File: src/rtl/tt_um_adder_unit.sv
// tt_um_adder_unit: 4-bit registered add/subtract ALU slice (Tiny Tapeout wrapper)
// Ports: clk, rst_n (async active-low), ena (0 holds state),
//   ui_in  [3:0] A, [7:4] B
//   uio_in [0] cin, [1] sub, [2] acc (used only with ADDER_ACCUM_EN), [7:3] unused
//   uo_out [3:0] S, [4] C, [5] V, [6] Z, [7] N, all registered
//   uio_out / uio_oe tied to 0 (uio pins are inputs only)
// Optional feature: define ADDER_ACCUM_EN so that acc=1 takes A from the registered S.
module tt_um_adder_unit (
  input  logic       clk,
  input  logic       rst_n,
  input  logic       ena,
  input  logic [7:0] ui_in,
  input  logic [7:0] uio_in,
  output logic [7:0] uo_out,
  output logic [7:0] uio_out,
  output logic [7:0] uio_oe
);
  logic [7:0] uo_q, uo_d;
  logic [3:0] a, be, s;
  logic       ce, c, v;
  logic       unused;
  assign unused = ^uio_in[7:2];
`ifdef ADDER_ACCUM_EN
  assign a = uio_in[2] ? uo_q[3:0] : ui_in[3:0];
`else
  assign a = ui_in[3:0];
`endif
  always_comb begin
    be = uio_in[1] ? ~ui_in[7:4] : ui_in[7:4];
    ce = uio_in[1] ^ uio_in[0];
    {c, s} = {1'b0, a} + {1'b0, be} + {4'b0, ce};
    v = (a[3] == be[3]) && (s[3] != a[3]);
    uo_d = {s[3], s == 4'h0, v, c, s};
  end
  always_ff @(posedge clk or negedge rst_n)
    if (!rst_n) uo_q <= 8'h00;
    else if (ena) uo_q <= uo_d;
  assign uo_out  = uo_q;
  assign uio_out = 8'h00;
  assign uio_oe  = 8'h00;
endmodule

File: config.mk
export PLATFORM = sky130hd
export DESIGN_NAME = tt_um_adder_unit
export DESIGN_NICKNAME = d
export VERILOG_FILES = /design/src/rtl/tt_um_adder_unit.sv
export SDC_FILE = /design/constraint.sdc
export NUM_CORES = 1
export LEC_CHECK = 0
export CORE_UTILIZATION = 35
export DETAILED_ROUTE_END_ITERATION = 10
export PLACE_DENSITY = 0.78
export SETUP_SLACK_MARGIN = 0.05
export SLEW_MARGIN = 25
export SYNTH_ARGS = -nofsm -noshare
export SYNTH_HDL_FRONTEND = slang
export SYNTH_SLANG_ARGS = --single-unit
File: constraint.sdc
create_clock -name clk -period 0.8 [get_ports clk]
set_input_delay 0.16 -clock clk [delete_from_list [all_inputs] [get_ports clk]]
set_output_delay 0.16 -clock clk [all_outputs]
set_load 0.02 [all_outputs]
==> impl_metrics.yaml, run 1 <==
power:
  p_sw_mw: 0.733
  p_leak_nw: 0.544
  p_per_area_nw_per_um2: 1800
  combPwrFrac_pct: 57.2
  p_total_mw: 1.96
  p_seq_share_pct: 25.9
  vdd_drop_max_mv: 1.03
  power.internal_mw: 1.23
  power.share.clock_pct: 16.8
  swShare_pct: 37.4
setup_path:
  rr_worst_depth: 4
  crit_path_end_kind: "flip-flop"
  critical_path.max_fanout: 3
  cp.arrival_ns: 1.75
  path_class: "in2reg"
  crit_path_start_kind: "input port"
  cp.required_ns: 1.00
clock_tree:
  clk_pin_slew_ns: 0.05
  cts_buffer_depth: 2
  ctsRootBufferMaster: "clkbuf_4"
  numClockSinks: 7
  clk_latency_ns: 0.25
  numCtsBuffers: 3
  h-tree-depth: 1
  ctsHoldBuffers: 0
  cts_tree: "done"
floorplanning:
  die_h_um: 45.4
  die_w_um: 45.4
  core_um2: 1750
  die_area_um2: 2060
  rows: 15
  io_pins: 43
  initial_core_util_pct: 37.8
timing:
  slew_viol_final: 0
  max_freq_mhz: 644
  fin_crit_ns: 1.55
  setup_ws_ns: -0.754
  timing_hold_violations_final: 0
  hold_slack_ns: 0.163
  clock_skew_ns: 0
  totalNegativeSetupSlack_ns: -4.75
  setup_viol: 15
  period_share_pct: 194
  grt_setup_unrepaired: "yes"
placed_design:
  place_ws_ns: -1.48
  hpwl_um: 996
  gp_congestion: 0.802
  io_buffers: 20
route:
  viasPerCell: 4.39
  avgRoutedWirePerCell_um: 10.9
  remaining_drc_errors: 0
  final_antenna_net_count: 0
  first_iter_violations: 22
  routed_wl_mm: 1.43
  vias: 575
  dr.pass1.iters: 4
global_routing:
  overflow: 0
  grt_pass1_wl_mm: 1.95
  grt_max_degree: 8
  grt_usage_pct: 14.2
  first_global_vias: 467
  antenna_found_initial: 0
yosys:
  avgSynthCellArea_um2: 9.29
  synth_area_leaders: "dfrtp_1, buf_4, fa_1"
  synth_seq_cells: 7
  synth_cell_types: 28
  netlist.area_leader.share_pct: 26.6
  yosys_warnings: 0
  netlist_area_um2: 659
  seq_area_frac_synth_pct: 26.6
  yosysTopAreaCell: "dfrtp_1"
  netlist_instances: 71
finish:
  antenna_cells: 0
  fillers: 142
  final_core_util_pct: 62.4
  syn_to_final_growth_pct: 65.3
  drive_gt1_share_pct: 42.5
  largest_reg_flops: 7
  layout.nets: 131
min_path:
  hold_class: "in2async"
run:
  maxCapViolCount: 0
outcome:
  status: "complete, but fails checks"
  violations: "setup timing"
==> cell usage after synthesis (all sizes together) <==
cell / instances
a21boi: 1
a21o: 1
a21oi: 1
a31oi: 1
and3b: 1
and4: 1
and4b: 1
buf: 19
conb: 1
dfrtp: 7
fa: 2
ha: 3
inv: 9
mux2i: 3
nand2b: 2
nand3: 1
nand3b: 1
nand4: 2
nor2: 2
nor2b: 1
nor3: 1
o211ai: 1
o21ai: 1
o221ai: 1
o32ai: 1
xnor2: 2
xor2: 4
==> power groups by stage <==
stage / registers (mW) / clock network (mW) / logic [mW]
final: 0.508 / 0.330 / 1.12
after global routing: 0.519 / 0.352 / 1.21
after CTS: 0.505 / 0.343 / 0.956
after detailed placement: 0.496 / 0 / 0.883
after global placement: 0.491 / 0 / 0.859
after floorplan: 0.604 / 0 / 0.477
==> worst paths after layout <==
kind | startpoint | endpoint | slack [ns]
worst max-delay path | uio_in[0] | uo_out[6] | -0.75
worst min-delay path | rst_n | uo_out[6] | 0.16
worst max register to register | uo_out[6] | uo_out[6] | -0.09
worst min register to register | uo_out[2] | uo_out[2] | 0.54
max in group asynchronous | rst_n | uo_out[3] | 0.38
min in group clk | ui_in[0] | uo_out[0] | 0.37
==> kinds of logic after synthesis <==
| family | synth area share (%) |
|---|---|
| XOR/XNOR | 7.97 |
| adder cells (fa/ha/maj) | 11.8 |
| flip-flops | 26.6 |
| other | 0.569 |
| multiplexers | 4.55 |
| AO/OA/AOI/OAI | 9.68 |
| buffers and inverters | 26.0 |
| AND/OR/NAND/NOR | 12.9 |
==> area by class of cell <==
| class | instances | area [um2] | share of cell area (%) |
|---|---|---|---|
| clock buffers | 4 | 26.3 | 2.41 |
| inverters | 9 | 33.8 | 3.10 |
| multi-input cells | 51 | 485 | 44.5 |
| flip-flops and latches | 7 | 176 | 16.2 |
| well taps | 25 | 31.3 | 2.87 |
| repair buffers | 35 | 337 | 30.9 |
==> metal layers <==
layer / global-route usage [%] / vias up / wire length, um
li1: - / 268 / -
met2: 23.1 / 42 / 792
met4: 14.5 / 0 / 76
met1: 14.8 / 258 / 455
met5: 0 / - / 0
met3: 2.78 / 7 / 102
==> worst max-delay path: stages <==
cell,delay [ns]
buf_8,0.10
xnor2_4,0.13
fa_2,0.39
fa_2,0.56
and4_1,0.21
o211ai_1,0.11
nand3_1,0.08
==> repair_timing <==
action / CTS / global route
pin swaps: 12 / 10
cloned: 0 / 0
endpoints found under the setup margin: 15 / 15
buffers inserted: 4 / 3
resized for setup: 69 / 20
endpoints found under the hold margin: 0 / 0
==> layout by cell type (no fill, tap or decap), drive strengths merged, types with 2 or more instances in the layout <==
cell / n
dfrtp: 7
buf: 26
xnor2: 2
mux2i: 3
inv: 9
nand4: 2
nor2: 2
conb: 16
dlygate4sd2: 2
nand2b: 2
dlymetal6s2s: 2
ha: 3
clkbuf: 5
fa: 2
clkdlybuf4s50: 4
xor2: 4
==> stage by stage <==
stage               instances  instance area, um2
floorplan                  86                 762
global placement          120                 897
detailed placement        120                 897
CTS                       128                 970
global route              131                1090
finish                    131                1090
(Power assumes the default switching activity.)
==> run 2: changes to the inputs <==
--- a/config.mk
+++ b/config.mk
@@ -5,6 +5,7 @@
 export SDC_FILE = /design/constraint.sdc
 export NUM_CORES = 1
 export LEC_CHECK = 0
+export ABC_CLOCK_PERIOD_IN_PS = 800
 export CORE_UTILIZATION = 35
 export DETAILED_ROUTE_END_ITERATION = 10
 export PLACE_DENSITY = 0.78
==> results of run 2 <==
The final DEF is identical to that of run 1; final timing and power are the same.
